$ cat config.mk
export PLATFORM = sky130hd
export DESIGN_NAME = muldiv_sequencer_flat
export DESIGN_NICKNAME = d
export VERILOG_FILES = /design/src/rtl/muldiv_if.sv /design/src/rtl/muldiv_sequencer.sv /design/src/flat_wrapper.sv
export SDC_FILE = /design/constraint.sdc
export NUM_CORES = 1
export LEC_CHECK = 0
export ABC_AREA = 1
export CORE_ASPECT_RATIO = 0.6
export CORE_MARGIN = 2
export CORE_UTILIZATION = 45
export CTS_CLUSTER_DIAMETER = 40
export DETAILED_ROUTE_END_ITERATION = 10
export DONT_BUFFER_PORTS = 1
export PLACE_DENSITY = 0.62
export SLEW_MARGIN = 20
export SYNTH_ARGS = -nofsm -noshare
export SYNTH_HDL_FRONTEND = slang
export SYNTH_SLANG_ARGS = --single-unit
$ cat constraint.sdc
create_clock -name clk_i -period 3.6 [get_ports clk_i]
set_input_delay 1.08 -clock clk_i [delete_from_list [all_inputs] [get_ports clk_i]]
set_output_delay 1.08 -clock clk_i [all_outputs]
set_load 0.02 [all_outputs]
$ cat src/rtl/muldiv_if.sv
// muldiv_if: launch/operand/status bundle between the execute stage and muldiv_sequencer.
interface muldiv_if #(
  parameter int WIDTH = 32
);
  logic             start;
  logic [2:0]       funct3;
  logic [WIDTH-1:0] srcA;
  logic [WIDTH-1:0] srcB;
  logic             kill;
  logic             busy;
  logic             done;
  logic [WIDTH-1:0] result;

  modport master (output start, funct3, srcA, srcB, kill, input busy, done, result);
  modport slave  (input start, funct3, srcA, srcB, kill, output busy, done, result);
endinterface

$ cat src/rtl/muldiv_sequencer.sv
// muldiv_sequencer: iterative RV32M shift-add multiplier / restoring divider on operand magnitudes.
// Optional macro MULDIV_EARLY_OUT_EN: divide-by-zero, signed overflow and zero-operand multiply finish in one cycle.
module muldiv_sequencer #(
  parameter int WIDTH = 32
) (
  input  logic    clk_i,
  input  logic    reset_i,
  muldiv_if.slave bus
);
  localparam int CW = $clog2(WIDTH);
  localparam logic [1:0] S_IDLE = 2'd0;
  localparam logic [1:0] S_CALC = 2'd1;
  localparam logic [1:0] S_FIX  = 2'd2;
  localparam logic [1:0] S_DONE = 2'd3;
  localparam logic [CW-1:0] LAST = CW'(WIDTH - 1);
  localparam logic [WIDTH-1:0] MIN_NEG = {1'b1, {(WIDTH-1){1'b0}}};

  logic [1:0]         state_q, state_d;
  logic [CW-1:0]      cnt_q, cnt_d;
  logic [2:0]         op_q, op_d;
  logic               neg_q, neg_d;
  logic               div0_q, div0_d;
  logic [WIDTH-1:0]   mcand_q, mcand_d;
  logic [2*WIDTH-1:0] prod_q, prod_d;
  logic [WIDTH:0]     rem_q, rem_d;
  logic [WIDTH-1:0]   result_q, result_d;
  logic               busy_q, busy_d;
  logic               done_q, done_d;

  logic               accept_s, sa_s, sb_s, early_s;
  logic [WIDTH-1:0]   mag_a_s, mag_b_s, early_res_s, fix_res_s;
  logic [WIDTH:0]     sum_s;
  logic [WIDTH+1:0]   rem_sh_s, diff_s;
  logic [2*WIDTH-1:0] prod_sgn_s;

  // Operand sign/magnitude conditioning and single-cycle special cases at launch
  always_comb begin
    accept_s = (state_q == S_IDLE) && bus.start && !bus.kill;
    sa_s = bus.srcA[WIDTH-1] && ((bus.funct3 == 3'b001) || (bus.funct3 == 3'b010) ||
                                 (bus.funct3 == 3'b100) || (bus.funct3 == 3'b110));
    sb_s = bus.srcB[WIDTH-1] && ((bus.funct3 == 3'b001) || (bus.funct3 == 3'b100) ||
                                 (bus.funct3 == 3'b110));
    mag_a_s = sa_s ? ({WIDTH{1'b0}} - bus.srcA) : bus.srcA;
    mag_b_s = sb_s ? ({WIDTH{1'b0}} - bus.srcB) : bus.srcB;
`ifdef MULDIV_EARLY_OUT_EN
    if (!bus.funct3[2]) begin
      early_s     = (bus.srcA == {WIDTH{1'b0}}) || (bus.srcB == {WIDTH{1'b0}});
      early_res_s = {WIDTH{1'b0}};
    end else if (bus.srcB == {WIDTH{1'b0}}) begin
      early_s     = 1'b1;
      early_res_s = bus.funct3[1] ? bus.srcA : {WIDTH{1'b1}};
    end else if (!bus.funct3[0] && (bus.srcA == MIN_NEG) && (bus.srcB == {WIDTH{1'b1}})) begin
      early_s     = 1'b1;
      early_res_s = bus.funct3[1] ? {WIDTH{1'b0}} : bus.srcA;
    end else begin
      early_s     = 1'b0;
      early_res_s = {WIDTH{1'b0}};
    end
`else
    early_s     = 1'b0;
    early_res_s = {WIDTH{1'b0}};
`endif
  end

  // Iteration datapath and sign/selection for the FIX step
  always_comb begin
    sum_s      = {1'b0, prod_q[2*WIDTH-1:WIDTH]} + (prod_q[0] ? {1'b0, mcand_q} : {(WIDTH+1){1'b0}});
    rem_sh_s   = {rem_q, prod_q[WIDTH-1]};
    diff_s     = rem_sh_s - {2'b00, mcand_q};
    prod_sgn_s = neg_q ? ({(2*WIDTH){1'b0}} - prod_q) : prod_q;
    case (op_q)
      3'b000:                 fix_res_s = prod_sgn_s[WIDTH-1:0];
      3'b001, 3'b010, 3'b011: fix_res_s = prod_sgn_s[2*WIDTH-1:WIDTH];
      3'b100, 3'b101:         fix_res_s = div0_q ? {WIDTH{1'b1}} :
                                          (neg_q ? ({WIDTH{1'b0}} - prod_q[WIDTH-1:0]) : prod_q[WIDTH-1:0]);
      3'b110, 3'b111:         fix_res_s = neg_q ? ({WIDTH{1'b0}} - rem_q[WIDTH-1:0]) : rem_q[WIDTH-1:0];
      default:                fix_res_s = {WIDTH{1'b0}};
    endcase
  end

  // Sequencer next-state
  always_comb begin
    state_d  = state_q;
    cnt_d    = cnt_q;
    op_d     = op_q;
    neg_d    = neg_q;
    div0_d   = div0_q;
    mcand_d  = mcand_q;
    prod_d   = prod_q;
    rem_d    = rem_q;
    result_d = result_q;
    case (state_q)
      S_IDLE: begin
        if (accept_s) begin
          op_d   = bus.funct3;
          cnt_d  = {CW{1'b0}};
          // remainder takes the dividend's sign; everything else the XOR of operand signs
          neg_d  = (bus.funct3[2] && bus.funct3[1]) ? sa_s : (sa_s ^ sb_s);
          div0_d = (bus.srcB == {WIDTH{1'b0}});
          rem_d  = {(WIDTH+1){1'b0}};
          if (bus.funct3[2]) begin
            prod_d  = {{WIDTH{1'b0}}, mag_a_s};
            mcand_d = mag_b_s;
          end else begin
            prod_d  = {{WIDTH{1'b0}}, mag_b_s};
            mcand_d = mag_a_s;
          end
          if (early_s) begin
            state_d  = S_DONE;
            result_d = early_res_s;
          end else begin
            state_d = S_CALC;
          end
        end else begin
          state_d = S_IDLE;
        end
      end
      S_CALC: begin
        if (bus.kill) begin
          state_d = S_IDLE;
        end else begin
          if (op_q[2]) begin
            rem_d  = diff_s[WIDTH+1] ? rem_sh_s[WIDTH:0] : diff_s[WIDTH:0];
            prod_d = {prod_q[2*WIDTH-1:WIDTH], prod_q[WIDTH-2:0], ~diff_s[WIDTH+1]};
          end else begin
            prod_d = {sum_s, prod_q[WIDTH-1:1]};
          end
          if (cnt_q == LAST) begin
            cnt_d   = {CW{1'b0}};
            state_d = S_FIX;
          end else begin
            cnt_d   = cnt_q + {{(CW-1){1'b0}}, 1'b1};
            state_d = S_CALC;
          end
        end
      end
      S_FIX: begin
        if (bus.kill) begin
          state_d = S_IDLE;
        end else begin
          result_d = fix_res_s;
          state_d  = S_DONE;
        end
      end
      S_DONE:  state_d = S_IDLE;
      default: state_d = S_IDLE;
    endcase
    busy_d = (state_d != S_IDLE);
    done_d = (state_d == S_DONE);
  end

  // State and output registers
  always_ff @(posedge clk_i) begin
    if (reset_i) begin
      state_q  <= S_IDLE;
      cnt_q    <= {CW{1'b0}};
      op_q     <= 3'b000;
      neg_q    <= 1'b0;
      div0_q   <= 1'b0;
      mcand_q  <= {WIDTH{1'b0}};
      prod_q   <= {(2*WIDTH){1'b0}};
      rem_q    <= {(WIDTH+1){1'b0}};
      result_q <= {WIDTH{1'b0}};
      busy_q   <= 1'b0;
      done_q   <= 1'b0;
    end else begin
      state_q  <= state_d;
      cnt_q    <= cnt_d;
      op_q     <= op_d;
      neg_q    <= neg_d;
      div0_q   <= div0_d;
      mcand_q  <= mcand_d;
      prod_q   <= prod_d;
      rem_q    <= rem_d;
      result_q <= result_d;
      busy_q   <= busy_d;
      done_q   <= done_d;
    end
  end

  assign bus.busy   = busy_q;
  assign bus.done   = done_q;
  assign bus.result = result_q;
endmodule
$ cat src/flat_wrapper.sv
// flat-port wrapper written by rule: the top's interface ports become plain ports
module muldiv_sequencer_flat 
#(
  parameter int WIDTH = 32
)
  (clk_i, reset_i, bus_start, bus_funct3, bus_srcA, bus_srcB, bus_kill, bus_busy, bus_done, bus_result);
  muldiv_if #(.WIDTH(WIDTH)) bus_i ();
  input  logic clk_i;
  input  logic reset_i;
  input wire logic [$bits(bus_i.start)-1:0] bus_start;
  input wire logic [$bits(bus_i.funct3)-1:0] bus_funct3;
  input wire logic [$bits(bus_i.srcA)-1:0] bus_srcA;
  input wire logic [$bits(bus_i.srcB)-1:0] bus_srcB;
  input wire logic [$bits(bus_i.kill)-1:0] bus_kill;
  output wire logic [$bits(bus_i.busy)-1:0] bus_busy;
  output wire logic [$bits(bus_i.done)-1:0] bus_done;
  output wire logic [$bits(bus_i.result)-1:0] bus_result;
  assign bus_i.start = bus_start;
  assign bus_i.funct3 = bus_funct3;
  assign bus_i.srcA = bus_srcA;
  assign bus_i.srcB = bus_srcB;
  assign bus_i.kill = bus_kill;
  assign bus_busy = bus_i.busy;
  assign bus_done = bus_i.done;
  assign bus_result = bus_i.result;
  muldiv_sequencer #(.WIDTH(WIDTH)) u_core (.clk_i(clk_i), .reset_i(reset_i), .bus(bus_i));
endmodule
Word-level counts from Yosys, hierarchy flattened:

Index checks and enable logic that the tools add are counted.

* register bits: 175
* bits of input ports: 71
* output and inout port bits: 34
* logic and storage cells: 96

* $add $sub $neg: 8
* equal/unequal tests: 20
* multiplexer cells: 29
* bitwise gates (word level): 3
* reduce and logical (&&, ||, !) cells: 24

Operators with widths (count)
* $mux W32: 8
* $mux W64: 4
* $mux W33: 4
* $pmux W32 S4: 1
* $pmux W64 S2: 1
* $sub A1 B32 Y32 const A: 4
* $pmux W33 S2: 1
* $sub A1 B64 Y64 const A: 1
* $sub A34 B32 Y34: 1
* $add A32 B33 Y33: 1
* $logic_not A32 Y1: 1
* $eq A3 B3 Y1 const B: 6
* $mux W5: 3
* $pmux W5 S2: 1
* $eq A3 B2 Y1 const B: 3
* $pmux W2 S4: 1
* $reduce_and A4 Y1: 2
* $eq A2 B2 Y1 const B: 3
* $eq A3 B1 Y1 const B: 2
* $mux W2: 3
* $add A5 B1 Y5 const B: 1
* $eq A5 B5 Y1 const B: 1
* $logic_and A1 B1 Y1: 5
* $logic_or A1 B1 Y1: 5
* 14 further kinds: 21

Logic depth before layout (Yosys ltp):

Gate-level depths: netlist of run 1.

* depth in word-level cells: 9
* mapped depth: 19
* gate-level depth less buffers: 17

Least setup slack after synthesis of run 1:

OpenSTA, ideal clock, no wires.

* kind: register to register
* start point: register u_core.prod_q[0]
* end point: register u_core.prod_q[55]
* setup time: 132 ps
* arrival time: 2513 ps
* required time: 3468 ps
* setup slack: 955 ps
* stages on the path, launching flop included: 20
* path buffers: 2
* clock period less this slack: 2645 ps
* cells stage by stage: dfxtp_1 -> buf_6 -> clkbuf_1 -> nand2_1 -> inv_1 -> ha_1 -> inv_1 -> fa_1 -> inv_1 -> nand2_1 -> o21ai_2 -> a21oi_1 -> o21ai_0 -> nand2_1 -> nand2_1 -> nand2_1 -> nand2_1 -> nand2_1 -> nand3_1 -> a21oi_1

* longest elaborated chain between the ends: 5

RTL lines
* start: declaration: RTL line muldiv_sequencer.sv:24 `logic [2*WIDTH-1:0] prod_q, prod_d;`
* start signal: assignment: RTL line muldiv_sequencer.sv:161 `prod_q <= {(2*WIDTH){1'b0}};`
* start signal: assignment: RTL line muldiv_sequencer.sv:173 `prod_q <= prod_d;`
* $mux W32: RTL line muldiv_sequencer.sv:67 `sum_s = {1'b0, prod_q[2*WIDTH-1:WIDTH]} + (prod_q[0] ? {1'b0, mcand_q} : {(WIDTH+1){1'b0}});`
* $add A32 B33 Y33: RTL line muldiv_sequencer.sv:67
* $mux W64: RTL line muldiv_sequencer.sv:122 `if (op_q[2]) begin`
* $mux W64: RTL line muldiv_sequencer.sv:119 `if (bus.kill) begin`
* $pmux W64 S2: RTL line muldiv_sequencer.sv:92 `case (state_q)`

No other way between the ends. The select of a mux whose other input is x is not followed.
A chain may end at the register's enable or synchronous reset.

Final worst setup path of run 1:

* start point: register u_core.prod_q[0]
* end point: register u_core.result_q[17] (netlist: u_core.bus.result[17])

* longest elaborated chain between the ends: 4
* elaborated cells between the ends (all ways): 6
* those cells by class: add/sub: 2; mux: 4

RTL lines
* $sub A1 B32 Y32: RTL line muldiv_sequencer.sv:75 `(neg_q ? ({WIDTH{1'b0}} - prod_q[WIDTH-1:0]) : prod_q[WIDTH-1:0]);`
* $mux W32: RTL line muldiv_sequencer.sv:75
* $mux W32: RTL line muldiv_sequencer.sv:74 `3'b100, 3'b101: fix_res_s = div0_q ? {WIDTH{1'b1}} :`
* $pmux W32 S4 *: RTL line muldiv_sequencer.sv:71 `case (op_q)`
* end signal: assignment: RTL line muldiv_sequencer.sv:163 `result_q <= {WIDTH{1'b0}};`
* end signal: assignment: RTL line muldiv_sequencer.sv:175 `result_q <= result_d;`
* end: declaration: RTL line muldiv_sequencer.sv:26 `logic [WIDTH-1:0] result_q, result_d;`

Every way passes the cells marked *; elsewhere a longest branch is shown, timed or not.

==> results.cfg, run 1 <==
[run_status]
run_status = finished clean

[synthesis]
yosys-top-cells-area = sky130_fd_sc_hd__dfxtp_1, sky130_fd_sc_hd__nand2_1, sky130_fd_sc_hd__nand3_1, sky130_fd_sc_hd__inv_1, sky130_fd_sc_hd__a21oi_1
syn_area_sq_um = 17900
synthCells = 3171
synth_adder_area_share_pct = 5.11
yosysTopAreaCell = sky130_fd_sc_hd__dfxtp_1
synth_seq_cells = 175
post_synth_simple_gate_area_pct = 40.9
synth-compound-area-share_pct = 19.1
ys.warnings.count = 0
synth.net_count = 3314
synth.lib_cells_used.distinct = 55
synth-main-ff-cell = sky130_fd_sc_hd__dfxtp_1
yosysSeqAreaShare_pct = 19.5
async_flop_share_pct = 0
synth_enable_flop_cells = 0
synth.top_cell.area_share_pct = 19.5
post_synth_xor_area_fraction_pct = 3.62
synth_top_family_by_area = simple AND/OR/NAND/NOR gates
synth_mux_area_share_pct = 0
post_synth.cell_area_avg_sq_um = 5.65

[floorplan]
placement_rows = 56
die_width_um = 262
dieArea_sq_um = 41500
initial_core_util_pct = 45.8
num_io_pins = 105
core_region_area_sq_um = 39200
die_span_y_um = 159

[timing]
report.final.slew_viol_count = 0
worstMarginPinSlew_ps = 1070
relSlewSlack_pct = 28.9
rsz0062_at_grt = false
setup_viol_count_final = 0
timing.hold.ws_ps = 464
portion_of_the_clock_cycle_consumed_by_the_worst_path_in_the_final_layout_pct = 86.2
max_clock_skew_ps = 23.1
setup_slack_ps = 497
tns_ps = 0
hold_viol = 0
timing.fmax_mhz = 322
final.min_clock_period_ps = 3100

[detailed_routing]
routed_wire_length_per_instance_um = 22.8
drt_pass1_iterations = 7
drt.antenna.violating_nets = 0
via_count = 21900
detailed_route_iter0_violations = 3166
remaining_drc_errors = 0
vias_per_cell = 5.99
detail_route.wirelength_um = 83200

[global_routing]
grt_antenna_before_repair = 0
gr-usage-met3_pct = 18.5
grt_max_degree = 122
first_global_vias = 18900
wire_length_of_the_first_global_routing_pass_um = 120000
grt_overflow = 0
grt_util_met1_pct = 58.2
grt_most_used_layer = met1
grtUsageTotal_pct = 39.3
grt_util_met2_pct = 50.8

[clocking]
cts_repair_resize_count = 0
ctsLongestPathBuffers = 2
cts.reportedPaths.clkPinSlew_ps = 80
cts_setup_buffers = 0
insertion_delay_ps = 480
cts_hold_repair.buffers = 0
clkSinkCount = 175
cts_tree = built
tritoncts.num_buffers = 17
cts.root.buffer_cell = sky130_fd_sc_hd__clkbuf_16
h-tree-depth = 4

[setup_path]
cpMaxStageDelayCell = sky130_fd_sc_hd__xor2_1
crit_fanout = 34
worstPathCellList = buf_4 > inv_2 > nand3_2 > nor2_2 > nand3_1 > nand2_1 > xor2_1 > nand2_1 > a21oi_1 > nand4_1 > nand2_1 > inv_1
cp.arrival_ps = 3480
required_ps = 3980
timing_worst_setup_path_type = flip-flop to flip-flop
timing.critical_path.from_type = flip-flop
cp_slowest_stage_delay_ps = 470
critical-path-top-cell-by-count = sky130_fd_sc_hd__nand2_1
cp-end-kind = flip-flop

[pwr]
switching_power_of_the_nets_mw = 2.60
netSwitchingFraction_pct = 42.6
fin_total_pwr_mw = 6.10
power.share.combinational_pct = 32.9
leakagePower_nw = 9.38
ratio_of_total_power_to_cell_area_nw_per_um2 = 321
clock_power_share_pct = 32.6
share_seq_of_total_power_pct = 34.5
p_int_mw = 3.50
peakVddDrop_uv = 265

[finish]
layout.cell_area.non_filler_sq_um = 19000
layout-area-overhead-vs-synth_pct = 5.90
insertedDiodeCount = 0
drive_above_1_share_pct = 5.39
finalNetCount = 3264

[place]
place.port_buffers = 0
routabilityCongestion = 1.08
dpl_worst_slack_ps = 637
hpwlAfterDp_um = 67500
postPlaceCellArea_sq_um = 18400

[worst_hold_path]
holdCritPathClass = flip-flop to flip-flop

[run]
drv.max_cap_violation_count = 0
## flip-flops by register name (all words and copies together), names as in the netlist
register and flops:
u_core.rem_q 33, u_core.neg_q 1, u_core.cnt_q 5, u_core.state_q 2
u_core.mcand_q 32, u_core.div0_q 1, u_core.bus.busy 1, u_core.prod_q 64
u_core.bus.result 32, u_core.op_q 3, u_core.bus.done 1
## through the flow
stage / util [%] / instances
after floorplan: - / 3171
after global placement: 46.9 / 3624
after detailed placement: 46.9 / 3624
after CTS: 48.5 / 3656
after global routing: 48.5 / 3656
final: 48.5 / 3656
## cell usage in the layout (no fill, tap or decap), drive strengths merged, types with 37 or more instances in the layout
cell / instances
nand4: 55
xor2: 51
nor2: 348
dfxtp: 175
o21ai: 207
buf: 37
nand3: 323
inv: 432
a21oi: 268
nand2: 893
ha: 70
nor3: 38
## power groups by stage
| stage | Combinational (mW) | Sequential, mW | Clock [mW] |
|---|---|---|---|
| after detailed placement | 1.91 | 2.14 | 0 |
| after global placement | 1.90 | 2.14 | 0 |
| after CTS | 1.91 | 2.10 | 2.00 |
| final | 2.01 | 2.11 | 1.99 |
| after floorplan | 1.37 | 2.09 | 0 |
| after global routing | 2.17 | 2.11 | 2.07 |
## path summary, 6_finish.rpt
kind / start / to / slack [ps] / cells past startpoint
min reg2reg: u_core.cnt_q[3]$_SDFFE_PP0P_ / u_core.cnt_q[3]$_SDFFE_PP0P_ / 460 / 2
max: u_core.prod_q[0]$_SDFFE_PP0P_ / u_core.bus.result[17]$_SDFFE_PP0P_ / 500 / 12
max reg2reg: u_core.prod_q[0]$_SDFFE_PP0P_ / u_core.bus.result[17]$_SDFFE_PP0P_ / 500 / 12
min: u_core.cnt_q[3]$_SDFFE_PP0P_ / u_core.cnt_q[3]$_SDFFE_PP0P_ / 460 / 2
## synthesized netlist by cell type (all sizes together), types with 38 or more instances
cell,number
a21oi,268
buf,47
clkbuf,59
dfxtp,175
ha,70
inv,425
nand2,893
nand3,323
nand4,55
nor2,348
nor3,38
o21ai,207
xor2,51
## metal layers
layer	up-vias	share of wire (%)
met1	10200	47
met5	-	0
met3	88	16
met2	1329	36
li1	10300	-
met4	0	1.5
## cell families (layout without fill, tap and decap cells)
| kind of cell | count (synthesis) | after routing |
|---|---|---|
| and+or+nand+nor | 1709 | 1709 |
| AOI/OAI and AO/OA | 608 | 608 |
| buffers and inverters | 533 | 496 |
| DFF | 175 | 175 |
| xor gates and xnor gates | 74 | 74 |
| adders and majority gates | 72 | 72 |
## critical path: cells and delay by family, from the launching register on
kind	cells	cell delay, ps
compound gates	1	160
flops	1	320
xor+xnor	1	470
buf+inv	3	550
simple gates	7	1490
## cell type report
class                   count  area [sq um]
repair buffers             37           278
multi-input cells        2463         12300
clock inverters            14           165
clock buffers              18           439
flip-flops and latches    175          3500
inverters                 427          1610
well taps                 522           653
fillers                  4217         20200
Power figures use the tool's default switching activity.
==> run 2, diff against run 1 <==
CORE_UTILIZATION = 60   (was 45)
PLACE_DENSITY = 0.78   (was 0.62)
==> run 2 against run 1 <==
  * Wire length decreased by 6.9%
  * First-iteration DRC count up 24%
  * Hold slack better by 10 ps
  * Cell area down 0.94%
  * Power rose by 0.41%
  * Largest cell class unchanged
  * Combinational power is essentially flat
  * Clock skew is 12 ps lower
  * Non-clock buffer count shrank 4
  * Core utilization rose by 16 points
  * Critical path type unchanged
  * Clock power grew 2%
  * Sequential share of layout area is 0.18 points higher
==> results.cfg, run 2 (same netlist as run 1, synthesis figures left out) <==
[detailed_routing]
detail_route.wirelength_um = 77500
met3RoutedLength_um = 15200
wl_met1_um = 31400
met2RoutedLength_um = 28000
detailed_route_iter0_violations = 3934
vias_per_cell = 6.40
routed_wire_length_per_instance_um = 22.0
drt.antenna.violating_nets = 0
routed.top_layer = met5
drt_pass1_iterations = 7
via_count = 22600
remaining_drc_errors = 0

[clocking]
cts_repair_resize_count = 0
cts_tree = built
tritoncts.num_buffers = 17
cts.reportedPaths.clkPinSlew_ps = 70
ctsLongestPathBuffers = 2
insertion_delay_ps = 480
h-tree-depth = 4
clkSinkCount = 175
cts_hold_repair.buffers = 0
cts.root.buffer_cell = sky130_fd_sc_hd__clkbuf_16
cts_setup_buffers = 0

[floorplan]
dieArea_sq_um = 31300
core_region_area_sq_um = 29100
die_width_um = 227
placement_rows = 48
initial_core_util_pct = 61.7
die_span_y_um = 138
num_io_pins = 105

[finish]
biggestRegsByFlops = u_core.prod_q: 64 flops, u_core.rem_q: 33 flops
layout.cells.most_common = sky130_fd_sc_hd__nand2_1
finalNetCount = 3260
top_library_cells_by_usage_in_the_layout_fill_and_taps_aside = sky130_fd_sc_hd__nand2_1, sky130_fd_sc_hd__inv_1, sky130_fd_sc_hd__nor2_1
drive_above_1_share_pct = 5.24
post_layout_nonfiller_instances = 3530
max_flop_register = u_core.prod_q
layout-area-overhead-vs-synth_pct = 4.91
nFillCells = 2790
insertedDiodeCount = 0
largest_reg_flops = 64

[run]
drv.max_cap_violation_count = 0

[place]
place.port_buffers = 0
hpwlAfterDp_um = 61100
place.detailed.instances = 3498
routabilityCongestion = 1.18

[global_routing]
first_global_vias = 19700
grtUsageTotal_pct = 49.0
grt_antenna_before_repair = 3
grt_overflow = 0
grt_max_degree = 122
wire_length_of_the_first_global_routing_pass_um = 115000

[setup_path]
timing_worst_setup_path_type = flip-flop to flip-flop
crit_fanout = 6
cp.arrival_ps = 3580
rr_worst_depth = 14
rr_startpoint = u_core.prod_q[32]$_SDFFE_PP0P_
timing.critical_path.from_type = flip-flop
rr_endpoint = u_core.prod_q[63]$_SDFFE_PP0P_
cp-end-kind = flip-flop
required_ps = 4010
r2r_setup_slack_ps = 430

[timing]
rsz0062_at_grt = false
hold_viol = 0
portion_of_the_clock_cycle_consumed_by_the_worst_path_in_the_final_layout_pct = 88.1
setup_viol_count_final = 0
worstMarginPinSlew_ps = 953
timing.fmax_mhz = 315
report.final.slew_viol_count = 0
final.min_clock_period_ps = 3170
relSlewSlack_pct = 35.8
max_clock_skew_ps = 11.3
tns_ps = 0

[pwr]
p_int_mw = 3.65
ratio_of_total_power_to_cell_area_nw_per_um2 = 326
power.share.combinational_pct = 32.3
netSwitchingFraction_pct = 40.4
clock_power_share_pct = 33.2
switching_power_of_the_nets_mw = 2.48
peakVddDrop_uv = 346
share_seq_of_total_power_pct = 34.6
leakagePower_nw = 9.36

[worst_hold_path]
holdCritPathClass = flip-flop to flip-flop
whs_endpoint = u_core.cnt_q[3]$_SDFFE_PP0P_
timing.hold.worst_path_depth = 2
hold_path_startpoint = u_core.cnt_q[3]$_SDFFE_PP0P_

[run_status]
run_status = finished clean
[run 2: final cells by class]
class	count	area, sq um	area share [%]
flip-flops and latches	175	3500	18.6
clock buffers	17	425	2.26
inverters	427	1610	8.54
clock inverters	15	184	0.978
well taps	400	500	2.66
repair buffers	33	260	1.38
multi-input cells	2463	12300	65.5
[run 2: worst max-delay path by stage]
stage | start | to | slack [ps] | cells past startpoint
after floorplan | u_core.prod_q[0]$_SDFFE_PP0P_ | u_core.prod_q[55]$_SDFFE_PP0P_ | 960 | 19
after global placement | bus_funct3[2] | u_core.prod_q[14]$_SDFFE_PP0P_ | 740 | 8
after detailed placement | bus_srcB[0] | u_core.mcand_q[22]$_SDFFE_PP0P_ | 660 | 15
after CTS | u_core.prod_q[0]$_SDFFE_PP0P_ | u_core.prod_q[63]$_SDFFE_PP0P_ | 630 | 16
after global routing | u_core.prod_q[0]$_SDFFE_PP0P_ | u_core.prod_q[63]$_SDFFE_PP0P_ | 290 | 16
final | u_core.prod_q[32]$_SDFFE_PP0P_ | u_core.prod_q[63]$_SDFFE_PP0P_ | 430 | 14
[run 2: power by group through the flow]
stage	Sequential [mW]	Clock, mW	Combinational [mW]
global placement	2.15	0	1.81
CTS	2.10	2.01	1.85
detailed placement	2.15	0	1.84
floorplan	2.09	0	1.37
finish	2.12	2.03	1.98
global route	2.11	2.09	2.11
[run 2: stage by stage]
step / area (sq um) / hold slack, ps / setup WS, ps / util (%) / power [mW]
6_report: 18800 / 474 / 430 / 64.7 / 6.13
3_3_place_gp: 18200 / 447 / 738 / 62.6 / 3.96
2_1_floorplan: 17900 / 443 / 955 / - / 3.46
4_1_cts: 18800 / 472 / 626 / 64.7 / 5.97
5_1_grt: 18800 / 487 / 294 / 64.7 / 6.31
3_5_place_dp: 18200 / 462 / 663 / 62.6 / 3.99
[run 2: worst max-delay path: stages (launching register included)]
cell and delay [ps]:
sky130_fd_sc_hd__dfxtp_1 560, sky130_fd_sc_hd__ha_1 270, sky130_fd_sc_hd__inv_1 80, sky130_fd_sc_hd__fa_1 400, sky130_fd_sc_hd__inv_1 100, sky130_fd_sc_hd__nand2_1 90, sky130_fd_sc_hd__o21ai_2 230, sky130_fd_sc_hd__a21oi_1 140
sky130_fd_sc_hd__o21ai_0 400, sky130_fd_sc_hd__nand3_1 340, sky130_fd_sc_hd__nand2_1 200, sky130_fd_sc_hd__nand2_1 70, sky130_fd_sc_hd__nand2_1 60, sky130_fd_sc_hd__nand2_1 40, sky130_fd_sc_hd__a21oi_1 130
[run 2: metal layers]
metal  vias up  global-route usage, %
met5         -                   2.90
met4         6                   15.0
met3       256                   27.6
met2      1890                   64.1
met1     10100                   66.4
li1      10300                      -
